### config.mk
export PLATFORM = sky130hd
export DESIGN_NAME = inv_mix_columns_iter_flat
export DESIGN_NICKNAME = d
export VERILOG_FILES = /design/src/rtl/aes_pkg.sv /design/src/rtl/inv_mix_columns_iter_if.sv /design/src/rtl/inv_mix_columns_iter_column32.sv /design/src/rtl/inv_mix_columns_iter.sv /design/src/flat_wrapper.sv
export SDC_FILE = /design/constraint.sdc
export NUM_CORES = 1
export LEC_CHECK = 0
export BUFFER_PORTS_ARGS = -buffer_cell sky130_fd_sc_hd__buf_2
export CORE_ASPECT_RATIO = 1.75
export CORE_UTILIZATION = 47
export CTS_BUF_LIST = sky130_fd_sc_hd__clkbuf_8 sky130_fd_sc_hd__clkbuf_16
export DETAILED_ROUTE_END_ITERATION = 8
export PLACE_DENSITY_LB_ADDON = 0.3
export SLEW_MARGIN = 30
export SYNTH_ARGS = -nofsm -noshare
export SYNTH_HDL_FRONTEND = slang
export SYNTH_SLANG_ARGS = --single-unit
### constraint.sdc
create_clock -name clk_i -period 7.9 [get_ports clk_i]
set_input_delay 0.79 -clock clk_i [delete_from_list [all_inputs] [get_ports clk_i]]
set_output_delay 0.79 -clock clk_i [all_outputs]
set_load 0.005 [all_outputs]
### src/rtl/aes_pkg.sv
// rtl/aes_pkg.sv - shared AES GF(2^8) helpers, column index type and InvMixColumns FSM states
package aes_pkg;

  localparam logic [7:0] AES_POLY = 8'h1B;

  typedef logic [1:0] col_t;

  typedef enum logic [1:0] {
    IDLE = 2'd0,
    BUSY = 2'd1,
    DONE = 2'd2
  } state_t;

  function automatic logic [7:0] xtime(input logic [7:0] a);
    return {a[6:0], 1'b0} ^ (a[7] ? AES_POLY : 8'h00);
  endfunction

  function automatic logic [7:0] gf_mul9(input logic [7:0] a);
    logic [7:0] x8;
    x8 = xtime(xtime(xtime(a)));
    return x8 ^ a;
  endfunction

  function automatic logic [7:0] gf_mulb(input logic [7:0] a);
    logic [7:0] x2, x8;
    x2 = xtime(a);
    x8 = xtime(xtime(x2));
    return x8 ^ x2 ^ a;
  endfunction

  function automatic logic [7:0] gf_muld(input logic [7:0] a);
    logic [7:0] x4, x8;
    x4 = xtime(xtime(a));
    x8 = xtime(x4);
    return x8 ^ x4 ^ a;
  endfunction

  function automatic logic [7:0] gf_mule(input logic [7:0] a);
    logic [7:0] x2, x4, x8;
    x2 = xtime(a);
    x4 = xtime(x2);
    x8 = xtime(x4);
    return x8 ^ x4 ^ x2;
  endfunction

endpackage

### src/rtl/inv_mix_columns_iter_if.sv
// rtl/inv_mix_columns_iter_if.sv - valid/ready channel carrying one 128-bit AES state
interface inv_mix_columns_iter_if;
  logic         valid;
  logic         ready;
  logic [127:0] state;

  modport master (output valid, output state, input ready);
  modport slave  (input valid, input state, output ready);
endinterface

### src/rtl/inv_mix_columns_iter_column32.sv
// rtl/inv_mix_columns_iter_column32.sv - combinational InvMixColumns of one 32-bit column
module inv_mix_column32
  import aes_pkg::*;
(
  input  logic [31:0] col_i,
  output logic [31:0] col_o
);

  logic [7:0] a0, a1, a2, a3;

  assign a0 = col_i[31:24];
  assign a1 = col_i[23:16];
  assign a2 = col_i[15:8];
  assign a3 = col_i[7:0];

  assign col_o[31:24] = gf_mule(a0) ^ gf_mulb(a1) ^ gf_muld(a2) ^ gf_mul9(a3);
  assign col_o[23:16] = gf_mule(a1) ^ gf_mulb(a2) ^ gf_muld(a3) ^ gf_mul9(a0);
  assign col_o[15:8]  = gf_mule(a2) ^ gf_mulb(a3) ^ gf_muld(a0) ^ gf_mul9(a1);
  assign col_o[7:0]   = gf_mule(a3) ^ gf_mulb(a0) ^ gf_muld(a1) ^ gf_mul9(a2);

endmodule

### src/rtl/inv_mix_columns_iter.sv
// rtl/inv_mix_columns_iter.sv - iterative AES InvMixColumns, COLS_PER_CYCLE columns per clock
module inv_mix_columns_iter
  import aes_pkg::*;
#(
  parameter int COLS_PER_CYCLE = 1
) (
  input  logic                          clk_i,
  input  logic                          rst_ni,
  inv_mix_columns_iter_if.slave         in_if,
  inv_mix_columns_iter_if.master        out_if,
  output logic                          busy_o
);

  if (!(COLS_PER_CYCLE == 1 || COLS_PER_CYCLE == 2 || COLS_PER_CYCLE == 4)) begin : g_bad_cols
    $fatal(1, "inv_mix_columns_iter: COLS_PER_CYCLE must be 1, 2 or 4");
  end

  localparam col_t STEP     = col_t'(COLS_PER_CYCLE % 4);
  localparam col_t LAST_COL = col_t'(4 - COLS_PER_CYCLE);

  state_t           state_q, state_d;
  col_t             col_q, col_d;
  // Packed element 3-c holds column c, so ~col selects column col.
  logic [3:0][31:0] src_q, src_d;
  logic [3:0][31:0] res_q, res_d;
  logic [31:0]      xf  [COLS_PER_CYCLE];
  col_t             idx [COLS_PER_CYCLE];
  logic             in_ready;
  logic             accept;

  for (genvar k = 0; k < COLS_PER_CYCLE; k++) begin : g_col
    assign idx[k] = col_q + col_t'(k);
    inv_mix_column32 u_col (
      .col_i (src_q[~idx[k]]),
      .col_o (xf[k])
    );
  end

  always_comb begin
    state_d  = state_q;
    col_d    = col_q;
    src_d    = src_q;
    res_d    = res_q;
    in_ready = (state_q == IDLE) || (state_q == DONE && out_if.ready);
    accept   = in_if.valid && in_ready;

    case (state_q)
      IDLE: begin
        if (accept) begin
          src_d   = in_if.state;
          col_d   = '0;
          state_d = BUSY;
        end
      end
      BUSY: begin
        for (int k = 0; k < COLS_PER_CYCLE; k++) begin
          res_d[~idx[k]] = xf[k];
        end
        col_d = col_q + STEP;
        if (col_q == LAST_COL) begin
          state_d = DONE;
        end
      end
      DONE: begin
        if (accept) begin
          src_d   = in_if.state;
          col_d   = '0;
          state_d = BUSY;
        end else if (out_if.ready) begin
          state_d = IDLE;
        end
      end
      default: state_d = IDLE;
    endcase
  end

  always_ff @(posedge clk_i or negedge rst_ni) begin
    if (!rst_ni) begin
      state_q <= IDLE;
      col_q   <= '0;
      src_q   <= '0;
      res_q   <= '0;
    end else begin
      state_q <= state_d;
      col_q   <= col_d;
      src_q   <= src_d;
      res_q   <= res_d;
    end
  end

  assign in_if.ready  = in_ready;
  assign out_if.valid = (state_q == DONE);
  assign out_if.state = res_q;
  assign busy_o       = (state_q == BUSY);

endmodule

### src/flat_wrapper.sv
// flat-port wrapper written by rule: the top's interface ports become plain ports
module inv_mix_columns_iter_flat import aes_pkg::*;
#(
  parameter int COLS_PER_CYCLE = 1
)
  (clk_i, rst_ni, busy_o, in_if_valid, in_if_state, in_if_ready, out_if_valid, out_if_state, out_if_ready);
  inv_mix_columns_iter_if in_if_i ();
  inv_mix_columns_iter_if out_if_i ();
  input  logic clk_i;
  input  logic rst_ni;
  output logic busy_o;
  input wire logic [$bits(in_if_i.valid)-1:0] in_if_valid;
  input wire logic [$bits(in_if_i.state)-1:0] in_if_state;
  output wire logic [$bits(in_if_i.ready)-1:0] in_if_ready;
  output wire logic [$bits(out_if_i.valid)-1:0] out_if_valid;
  output wire logic [$bits(out_if_i.state)-1:0] out_if_state;
  input wire logic [$bits(out_if_i.ready)-1:0] out_if_ready;
  assign in_if_i.valid = in_if_valid;
  assign in_if_i.state = in_if_state;
  assign in_if_ready = in_if_i.ready;
  assign out_if_valid = out_if_i.valid;
  assign out_if_state = out_if_i.state;
  assign out_if_i.ready = out_if_ready;
  inv_mix_columns_iter #(.COLS_PER_CYCLE(COLS_PER_CYCLE)) u_core (.clk_i(clk_i), .rst_ni(rst_ni), .in_if(in_if_i), .out_if(out_if_i), .busy_o(busy_o));
endmodule
After elaboration in Yosys (flattened, before gate mapping)
Index checks and enable logic that the tools add are counted.
{"block": "word_totals", "ram_bits": 0, "wordCells": 103, "n_memories": 0, "latchBits": 0, "out_inout_bits": 131, "ff_bits": 260, "in_bits": 132, "romBits": 0}
{"block": "classes", "shifts": 0, "reduce_logical": 10, "multipliers": 0, "add_sub_neg": 1, "n_bitwise": 49, "div_mod_pow": 0, "n_mux": 24, "eq_ne": 7, "order_cmp": 2}
{"op": "8-bit bitwise XOR", "count": 38}
{"op": "128-bit bitwise mux", "count": 1}
{"op": "8-bit by 5-bit bitwise XOR with 8-bit output", "count": 10}
{"op": "32-bit binary-select mux with 2-bit select", "count": 1}
{"op": "32-bit demux with 2-bit select", "count": 1}
{"op": "32-bit two-way mux", "count": 2}
{"op": "5-bit two-way mux", "count": 12}
{"op": "2-bit two-way mux", "count": 5}
{"op": "2-bit by 1-bit != test with 1-bit output, second input constant", "count": 3}
{"op": "2-bit one-hot mux with 3 select lines", "count": 1}
{"op": "2-bit equality test, second input constant", "count": 2}
{"op": "2-bit one-hot mux with 2 select lines", "count": 1}
{"op": "2-bit AND reduction", "count": 2}
{"op": "1-bit logical AND", "count": 3}
{"op": "2-bit by 3-bit less-than comparator with 1-bit output, second input constant", "count": 1}
{"op": "3-bit by 1-bit != test with 1-bit output, second input constant", "count": 1}
{"op": "3-bit AND reduction", "count": 1}
{"op": "2-bit by 1-bit adder with 2-bit output, second input constant", "count": 1}
{"op": "2-bit by 1-bit equality test with 1-bit output, second input constant", "count": 1}
{"op": "2-bit by 1-bit >= comparator with 1-bit output, second input constant", "count": 1}
{"op": "2-bit zero test", "count": 1}
{"op": "2-bit inverter", "count": 1}
{"op": "2-bit nonzero test", "count": 1}
{"op": "2-bit OR reduction", "count": 1}
{"op": "1-bit logical OR", "count": 1}

Logic depth before layout (Yosys ltp)
Gate-level depths: netlist (run 1).
{"block": "depth", "depth_word": 15, "mapped_depth": 11, "mapped_depth_nobuf": 6}

Cells and area by module
From an unflattened synthesis (run 1), not the netlist that was laid out.
{"block": "unflattened", "cells_unflattened": 821, "area_unflattened_um2": 13492.9}
{"module": "inv_mix_columns_iter", "seq_area_each_um2": 6506.2, "instances": 1, "cells_per_inst": 607, "area_each_um2": 11086.9}
{"module": "inv_mix_column32", "seq_area_each_um2": 0.0, "instances": 1, "cells_per_inst": 214, "area_each_um2": 2406.1}

Least setup slack after synthesis (run 1)
OpenSTA, ideal clock, no wires.
{"block": "synth_timing", "path_kind": "reg-to-reg", "from": "register u_core.col_q[0]", "to": "register u_core.res_q (netlist bit u_core.out_if.state[43])", "setup_time_ns": 0.128, "path_slack_ns": 4.967, "required_ns": 7.772, "arrival_time_ns": 2.805, "n_path_buf": 2, "synth_period_minus_slack_ns": 2.933, "stages_incl_launch_ff": 9, "cell_sequence": "dfrtp_1 > buf_6 > mux4_2 > buf_2 > xnor3_2 > xnor3_1 > xnor3_2 > xnor2_2 > o21ai_1"}
{"block": "synth_via", "elab_chain_len": 13, "word_cells_on_any_way": 41, "cone_classes": "2 x order compare; 15 x mux; 23 x bitwise; 1 x reduce/logical"}
{"element": "start: declaration", "line_no": "inv_mix_columns_iter.sv:22", "text": "col_t col_q, col_d;"}
{"element": "start signal: assignment", "line_no": "inv_mix_columns_iter.sv:85", "text": "col_q <= col_d;"}
{"element": "2-bit inverter (*)", "line_no": "inv_mix_columns_iter.sv:34, inv_mix_columns_iter.sv:57"}
{"element": "32-bit binary-select mux with 2-bit select", "line_no": "inv_mix_columns_iter.sv:34", "text": ".col_i (src_q[~idx[k]]),"}
{"element": "32-bit two-way mux (not written as such)", "line_no": "inv_mix_columns_iter.sv:34"}
{"element": "5-bit two-way mux / 8-bit by 5-bit bitwise XOR with 8-bit output (equally long branches)", "line_no": "aes_pkg.sv:15", "text": "return {a[6:0], 1'b0} ^ (a[7] ? AES_POLY : 8'h00);"}
{"element": "8-bit by 5-bit bitwise XOR with 8-bit output", "line_no": "aes_pkg.sv:15"}
{"element": "8-bit by 5-bit bitwise XOR with 8-bit output / 5-bit two-way mux (equally long branches)", "line_no": "aes_pkg.sv:15"}
{"element": "8-bit by 5-bit bitwise XOR with 8-bit output", "line_no": "aes_pkg.sv:15"}
{"element": "8-bit bitwise XOR, on equally long branches (2 in a row)", "line_no": "aes_pkg.sv:43, aes_pkg.sv:28"}
{"element": "8-bit bitwise XOR (3 in a row)", "line_no": "inv_mix_columns_iter_column32.sv:18", "text": "assign col_o[15:8] = gf_mule(a2) ^ gf_mulb(a3) ^ gf_muld(a0) ^ gf_mul9(a1);"}
{"element": "128-bit bitwise mux (*)", "line_no": "inv_mix_columns_iter.sv:57", "text": "res_d[~idx[k]] = xf[k];"}
{"element": "end signal: assignment", "line_no": "inv_mix_columns_iter.sv:87", "text": "res_q <= res_d;"}
{"element": "end: declaration", "line_no": "inv_mix_columns_iter.sv:25", "text": "logic [3:0][31:0] res_q, res_d;"}
Every way passes the cells marked *; elsewhere a longest branch is shown, timed or not. The select of a mux whose other input is x is not followed.
A chain may end at the register's enable or synchronous reset.

Final worst setup path (run 1)
{"block": "layout_timing", "from": "register u_core.col_q[0]", "to": "register u_core.res_q (netlist bit u_core.out_if.state[51])"}
{"block": "layout_via", "elab_chain_len": 13, "word_cells_on_any_way": 41, "cone_classes": "2 x order compare; 15 x mux; 23 x bitwise; 1 x reduce/logical"}
{"element": "2-bit inverter (*)", "line_no": "inv_mix_columns_iter.sv:34, inv_mix_columns_iter.sv:57"}
{"element": "32-bit binary-select mux with 2-bit select", "line_no": "inv_mix_columns_iter.sv:34"}
{"element": "32-bit two-way mux (not written as such)", "line_no": "inv_mix_columns_iter.sv:34"}
{"element": "5-bit two-way mux / 8-bit by 5-bit bitwise XOR with 8-bit output (equally long branches)", "line_no": "aes_pkg.sv:15"}
{"element": "8-bit by 5-bit bitwise XOR with 8-bit output", "line_no": "aes_pkg.sv:15"}
{"element": "8-bit by 5-bit bitwise XOR with 8-bit output / 5-bit two-way mux (equally long branches)", "line_no": "aes_pkg.sv:15"}
{"element": "8-bit bitwise XOR / 8-bit by 5-bit bitwise XOR with 8-bit output (equally long branches)", "line_no": "aes_pkg.sv:15"}
{"element": "8-bit bitwise XOR, on equally long branches (2 in a row)", "line_no": "aes_pkg.sv:43, aes_pkg.sv:28"}
{"element": "8-bit bitwise XOR (3 in a row)", "line_no": "inv_mix_columns_iter_column32.sv:17", "text": "assign col_o[23:16] = gf_mule(a1) ^ gf_mulb(a2) ^ gf_muld(a3) ^ gf_mul9(a0);"}
{"element": "128-bit bitwise mux (*)", "line_no": "inv_mix_columns_iter.sv:57"}
Marks and branches as above.

==> results of run 1 <==
-- cells in the final DEF, fill, tap and decap left out, drive strengths merged, types with 10 or more instances in the layout --
| cell | instances |
|---|---|
| buf | 268 |
| clkbuf | 31 |
| dfrtp | 260 |
| inv | 10 |
| mux4 | 32 |
| nand2 | 517 |
| o21ai | 130 |
| xnor2 | 118 |
| xnor3 | 32 |
| xor2 | 37 |
-- registers in the layout (all words and copies together), names as in the netlist --
name                 cells
u_core.out_if.state    128
u_core.src_q           128
u_core.col_q             2
u_core.state_q           2
-- cell type report --
cell class / instances / area, sq um / area share [%]
clock buffers: 31 / 708 / 4.78
clock inverters: 13 / 65.1 / 0.439
inverters: 4 / 15.0 / 0.101
multi-input cells: 881 / 5730 / 38.6
flip-flops and latches: 260 / 6510 / 43.9
well taps: 320 / 400 / 2.70
repair buffers: 268 / 1400 / 9.46
-- metal layers --
| layer | vias to the layer above | share of wire [%] |
|---|---|---|
| li1 | 4347 | - |
| met1 | 4336 | 39 |
| met2 | 274 | 53 |
| met3 | 59 | 4.1 |
| met4 | 0 | 3.8 |
| met5 | - | 0 |
-- kinds of logic (layout without fill, tap and decap cells) --
kind of cell,count (synthesis),count (layout)
xor+xnor,190,190
flops,260,260
simple gates,522,522
compound gates,133,133
mux,32,32
fa+ha+maj,4,4
buf+inv,77,316
-- critical path, stage by stage (launching register included) --
cell and delay (ns):
dfrtp_2 0.77, buf_4 0.44, mux4_1 0.92, xnor3_1 0.53
xnor3_1 0.41, xnor3_2 0.50, xor2_2 0.26, o21ai_1 0.10
-- final timing paths --
path / slack [ns] / depth (start not counted) / startpoint / endpoint
min reg2reg: 0.47 / 2 / u_core.src_q[29]$_DFFE_PN0P_ / u_core.src_q[29]$_DFFE_PN0P_
min: 0.16 / 1 / rst_ni / u_core.src_q[111]$_DFFE_PN0P_
min in group clk_i: 0.44 / 3 / in_if_state[114] / u_core.src_q[114]$_DFFE_PN0P_
max reg2reg: 3.81 / 7 / u_core.col_q[0]$_DFFE_PN0P_ / u_core.out_if.state[51]$_DFFE_PN0P_
max: 3.81 / 7 / u_core.col_q[0]$_DFFE_PN0P_ / u_core.out_if.state[51]$_DFFE_PN0P_
max in group asynchronous: 6.64 / 2 / rst_ni / u_core.out_if.state[23]$_DFFE_PN0P_
-- per-stage QoR --
stage               std cells  hold slack, ns  area, sq um
floorplan                1218           0.437        12600
global placement         1732           0.452        14000
detailed placement       1732           0.456        14000
CTS                      1776           0.377        14800
global route             1777           0.179        14800
finish                   1777           0.163        14800
==> qor.yml, run 1 <==
grtUsageMet2_pct: 42.8
netlist_area_sq_um: 12600
hold_viol: 0
avgSynthCellArea_sq_um: 10.3
post-cts-setup-buffer-count: 0
cts_tree: "yes"
synth.net_count: 1354
viasPerCell: 5.07
synth-xor-area-share_pct: 18.0
synthFlopType: "dfrtp_1"
rsz0062_at_grt: "false"
synth_compound_area_share_pct: 5.34
grt_max_degree: 136
die-area_sq_um: 27400
grt_first_pass_wirelength_um: 49800
synth_cells: 1218
met1_usage_pct: 28.5
synth_edf_count: 0
n_fill_cell: 2311
drtAntennaViolNets: 0
htreeDepth: 1
start_util_pct: 48.2
numPortBuffers: 262
post-dp-hpwl_um: 23100
postSynth.asyncResetShare_pct: 100
setup-tns-final_ns: 0
cp-end-kind: "flip-flop"
setup_viol: 0
clk_pin_slew_ns: 0.06
critPathRequiredTime_ns: 8.28
period_minus_slack_ns: 4.09
period_share_pct: 51.7
synth_commonest_cells: "nand2_1 (517), dfrtp_1 (260), xnor2_1 (105), o21ai_0 (94), clkbuf_1 (52)"
drt_iter0_drc: 417
layout_setup_ws_ns: 3.81
status: "finished, violations left"
synthTopCellsByArea: "dfrtp_1 (52%), nand2_1 (15%), xnor2_1 (7.3%), mux4_2 (5.4%), xnor3_1 (5.0%)"
gr-max-usage-layer: "met2"
crit_arrival_ns: 4.47
critPathKind: "flip-flop to flip-flop"
ys_ff_latch: 260
gp_congestion: 0.905
area_growth_pct: 17.9
synth.most_common_cell: "nand2_1"
antenna_cells: 0
drc: 16
post_synth_and_or_nand_nor_area_fraction_pct: 15.7
core-area_sq_um: 26100
yosysWarningCount: 0
synth.area.mux_share_pct: 5.79
ioPinCount: 263
yosysSeqAreaShare_pct: 51.8
dp_slack_ns: 3.75
synth_cell_types: 30
vias: 9016
synth_largest_area_cell: "dfrtp_1"
nNetsFinal: 1575
die_h_um: 218
grtUsageTotal_pct: 23.6
dr.pass1.iters: 7
worstHoldPathType: "primary input to asynchronous set/reset pin"
fmax_mhz: 245
cap_violations: 0
cts_made_buffers: 24
path_max_fanout: 21
layout-drive-gt1-share_pct: 24.9
clk_path_buf_depth: 3
first_global_vias: 9031
drt_wl_total_um: 31300
wl_per_cell_um: 17.6
grt_overflow: 0
insertion_delay_ns: 0.53
crit_path_start_kind: "flip-flop"
cts_resized: 0
rows: 78
synth_top_family_by_area: "XOR/XNOR gates"
finalCoreUtilization_pct: 56.9
antenna_found_initial: 0
relSlewSlack_pct: 40.9
drv_slew: 0
die_width_um: 126
synth_fa_ha_area_share_pct: 0.398
use_met3_pct: 2.01
worst_slew_pin_slew_ns: 0.886
cts_root_buffer: "clkbuf_16"
numClockSinks: 260
synth_top_area_share_pct: 51.8
cts_hold_buffers: 0
violations: "DRC"
finClkSkew_ns: 0.0154
Power of run 1 is not shown: default switching activity piles up to over one toggle a cycle in this logic, so the estimate is an artifact.
==> inputs of run 2 (changes only) <==
ABC_AREA = 1   (was not set)
clock period = 3.35 ns   (was 7.9 ns; I/O delays follow)
==> qor.yml, run 2 <==
status: "complete, no violations"
path_max_fanout: 33
crit_slowest_cell: "buf_4"
antenna_found_initial: 0
setup-tns-final_ns: 0
multi_input_area_sq_um: 7950
die-area_sq_um: 32900
post-dp-hpwl_um: 36700
yosysSeqAreaShare_pct: 43.1
gp_congestion: 1.04
worstHoldPathType: "primary input to flip-flop"
finClkSkew_ns: 0.0234
critPathKind: "flip-flop to flip-flop"
hold_viol: 0
synth_largest_area_cell: "dfrtp_1"
postSynth.asyncResetShare_pct: 100
cts_root_buffer: "clkbuf_16"
drt_wl_total_um: 47900
viasPerCell: 5.26
htreeDepth: 1
grt_max_degree: 104
vias: 13600
crit_path_start_kind: "flip-flop"
synth.net_count: 2045
core-area_sq_um: 31500
numClockSinks: 260
final_cell_mix: "nand2_1 (933), buf_2 (261), dfrtp_1 (258), nand3_1 (228), mux2_2 (122)"
worstHoldPathCells: 2
cp_slowest_stage_delay_ns: 0.39
setup_viol: 0
cts_hold_buffers: 20
cts_resized: 0
nNetsFinal: 2315
clk_path_buf_depth: 3
rows: 86
synthTopCellsByArea: "dfrtp_1 (43%), nand2_1 (23%), mux2_2 (9.1%), nand3_1 (7.6%), xor2_1 (3.4%)"
period_minus_slack_ns: 2.99
synth_cell_types: 31
drv_slew: 0
cap_violations: 0
fmax_mhz: 335
avgSynthCellArea_sq_um: 7.91
drt_iter0_drc: 722
grt_overflow: 0
synth_commonest_cells: "nand2_1 (934), dfrtp_1 (260), nand3_1 (228), mux2_2 (122), xor2_1 (58)"
cp-end-kind: "flip-flop"
yosysWarningCount: 0
netlist_area_sq_um: 15100
cts_made_buffers: 24
ys_ff_latch: 260
hold_start: "in_if_state[95]"
final_common_cell: "nand2_1"
wl_per_cell_um: 18.5
setup.worst_path.start: "u_core.col_q[1]$_DFFE_PN0P_"
synth_edf_count: 0
antenna_cells: 0
synthFlopType: "dfrtp_1"
synth.most_common_cell: "nand2_1"
drtAntennaViolNets: 0
clk_pin_slew_ns: 0.07
ff2ff_path_depth: 15
first_global_vias: 13400
synth_cells: 1909
die_width_um: 137
insertion_delay_ns: 0.55
synth_top_area_share_pct: 43.1
numPortBuffers: 262
seq_area_sq_um: 6510
start_util_pct: 47.9
ioPinCount: 263
die_h_um: 239
crit_path_frequent_cell: "nand2_1"
crit_arrival_ns: 3.43
layout-drive-gt1-share_pct: 25.9
rr_startpoint: "u_core.col_q[1]$_DFFE_PN0P_"
worst_slew_pin_slew_ns: 0.796
cts_tree: "yes"
n_fill_cell: 2960
critPathRequiredTime_ns: 3.79
crit_chain: "buf_4, buf_4, nand3_1, nand2_4, nand2_2, nand2_4, nand2_1, nand2_1, nand2_1, nand2_1, inv_1, nand2_1, nand3_1, nand3_1, nand2_1"
rsz0062_at_grt: "false"
drc: 0
relSlewSlack_pct: 47.0
dr.pass1.iters: 5
grt_first_pass_wirelength_um: 74000
area_growth_pct: 18.5
post-cts-setup-buffer-count: 0
period_share_pct: 89.2
rrSetupSlack_ns: 0.36
grtUsageTotal_pct: 29.9
run 2: cell types whose count changed in the layout (fill, tap and decap cells not counted), sizes merged, moves of 19 or more:
cell	change
mux4	-32
xor2	+25
nand2	+484
xnor2	-77
o21ai	-123
dlygate4sd3	+20
inv	+65
mux2	+122
xnor3	-32
nand3	+235
buf	+19
run 2: stage by stage:
stage / hold WS [ns] / cells / setup WS, ns / utilization [%] / area [sq um]
detailed placement: 0.446 / 2529 / 0.457 / 53.4 / 16800
CTS: 0.000789 / 2592 / 0.431 / 56.8 / 17900
global placement: 0.442 / 2529 / 0.527 / 53.4 / 16800
global route: 0.000137 / 2592 / 0.0939 / 56.8 / 17900
finish: 0.0138 / 2592 / 0.362 / 56.8 / 17900
floorplan: 0.0394 / 1909 / 1.27 / - / 15100
run 2: routing by layer:
layer,vias up,global-route usage (%),part of all wire [%]
met3,122,3.22,4.7
met2,471,52.7,51
met1,6449,34.0,38
met4,0,17.8,6.3
li1,6601,-,-
met5,-,0,0
run 2: critical path: cells and delay by family, from the launching register on:
kind	cells	cell delay, ns
simple gates	12	1.74
buf+inv	3	0.74
flops	1	0.37
run 2: worst paths after layout:
kind / endpoint
min: u_core.src_q[95]$_DFFE_PN0P_
min in group asynchronous: u_core.src_q[18]$_DFFE_PN0P_
min reg2reg: u_core.out_if.state[117]$_DFFE_PN0P_
max in group asynchronous: u_core.out_if.state[118]$_DFFE_PN0P_
max reg2reg: u_core.out_if.state[41]$_DFFE_PN0P_
max: u_core.out_if.state[41]$_DFFE_PN0P_
run 2: cell families after synthesis:
kind of cell | synth area share, %
and+or+nand+nor | 35.7
DFF | 43.1
buffers and inverters | 4.28
muxes | 9.10
xor gates and xnor gates | 6.90
AOI/OAI and AO/OA | 0.613
adders and majority gates | 0.332
run 2: layout make-up:
class	count	share of cell area, %
multi-input cells	1512	44.4
flip-flops and latches	260	36.4
repair buffers	307	9.97
clock buffers	34	4.13
well taps	396	2.77
inverters	74	1.58
clock inverters	9	0.741
Power of run 2 is left out for the same reason.
==> inputs of run 3 (changes only) <==
HOLD_SLACK_MARGIN = 0.03   (was not set)
==> qor.yml, run 3 (synthesis gave the netlist of run 2 again) <==
vias: 14000
finalCoreUtilization_pct: 59.4
numClockSinks: 260
period_share_pct: 88.9
ff2ff_path_depth: 15
use_met3_pct: 2.91
crit_path_frequent_cell: "nand2_1"
rsz0062_at_grt: "false"
critPathRequiredTime_ns: 3.80
finClkSkew_ns: 0.0238
numPortBuffers: 262
hold_viol: 0
met1_usage_pct: 35.6
drt_wl_total_um: 50400
nNetsFinal: 2398
crit_slowest_cell: "buf_4"
fmax_mhz: 336
crit_arrival_ns: 3.42
status: "complete, no violations"
cp-end-kind: "flip-flop"
final_cell_mix: "nand2_1 (933), buf_2 (261), dfrtp_1 (258), nand3_1 (228), mux2_2 (122)"
worstHoldPathCells: 2
cts_root_buffer: "clkbuf_16"
relSlewSlack_pct: 46.5
cts_made_buffers: 24
gp_congestion: 1.04
ioPinCount: 263
htreeDepth: 1
antenna_cells: 0
drv_slew: 0
critPathKind: "flip-flop to flip-flop"
clk_pin_slew_ns: 0.07
crit_path_start_kind: "flip-flop"
cts_tree: "yes"
period_minus_slack_ns: 2.98
setup_viol: 0
post-dp-hpwl_um: 36700
crit_chain: "buf_4, buf_4, nand3_1, nand2_4, nand2_2, nand2_4, nand2_1, nand2_1, nand2_1, nand2_1, inv_1, nand2_1, nand3_1, nand3_1, nand2_1"
start_util_pct: 47.9
worst_slew_pin_slew_ns: 0.803
cts_resized: 0
setup-tns-final_ns: 0
cp_slowest_stage_delay_ns: 0.39
layout-drive-gt1-share_pct: 25.0
dr.pass1.iters: 6
core-area_sq_um: 31500
drtAntennaViolNets: 0
cap_violations: 0
die-area_sq_um: 32900
insertion_delay_ns: 0.56
antenna_found_initial: 0
grtUsageTotal_pct: 31.3
final_common_cell: "nand2_1"
wl_per_cell_um: 18.9
drc: 0
path_max_fanout: 33
gr-max-usage-layer: "met2"
drt_iter0_drc: 832
die_h_um: 239
worstHoldPathType: "primary input to flip-flop"
stdcell_count: 2675
die_width_um: 137
dp_cells: 2529
grt_max_degree: 104
first_global_vias: 14000
viasPerCell: 5.23
clk_path_buf_depth: 3
cts_hold_buffers: 103
grt_first_pass_wirelength_um: 77700
rows: 86
post-cts-setup-buffer-count: 0
grt_overflow: 0
grtUsageMet2_pct: 56.0
area_growth_pct: 24.0
==> run 3: metal layers <==
layer	part of all wire, %	up-vias
li1	-	6764
met1	38	6633
met2	52	451
met3	3.9	137
met4	6.3	0
met5	0	-
==> run 3: cell type report <==
class / count / area [sq um]
clock buffers: 34 / 738
clock inverters: 9 / 133
fillers: 2817 / 12800
inverters: 74 / 283
multi-input cells: 1512 / 7950
flip-flops and latches: 260 / 6510
well taps: 396 / 495
repair buffers: 390 / 2620
==> run 3: critical path: cells and delay by family (launching register included) <==
| kind | cells | cell delay, ns |
|---|---|---|
| buffers and inverters | 3 | 0.73 |
| and+or+nand+nor | 12 | 1.76 |
| DFF | 1 | 0.37 |
==> run 3: through the flow <==
step                setup slack, ns  area [sq um]  hold slack, ns
finish                        0.372         18700          0.0340
global route                 0.0963         18700          0.0379
CTS                           0.431         18700          0.0302
detailed placement            0.457         16800           0.446
global placement              0.527         16800           0.442
floorplan                      1.27         15100          0.0394
==> run 3: final timing paths <==
path | start | endpoint | slack, ns
worst max-delay path | u_core.col_q[1]$_DFFE_PN0P_ | u_core.out_if.state[41]$_DFFE_PN0P_ | 0.37
worst min-delay path | in_if_state[27] | u_core.src_q[27]$_DFFE_PN0P_ | 0.03
worst max register to register | u_core.col_q[1]$_DFFE_PN0P_ | u_core.out_if.state[41]$_DFFE_PN0P_ | 0.37
worst min register to register | u_core.out_if.state[117]$_DFFE_PN0P_ | u_core.out_if.state[117]$_DFFE_PN0P_ | 0.47
max in group asynchronous | rst_ni | u_core.out_if.state[118]$_DFFE_PN0P_ | 2.08
min in group asynchronous | rst_ni | u_core.src_q[18]$_DFFE_PN0P_ | 0.41
Power of run 3 is left out for the same reason.
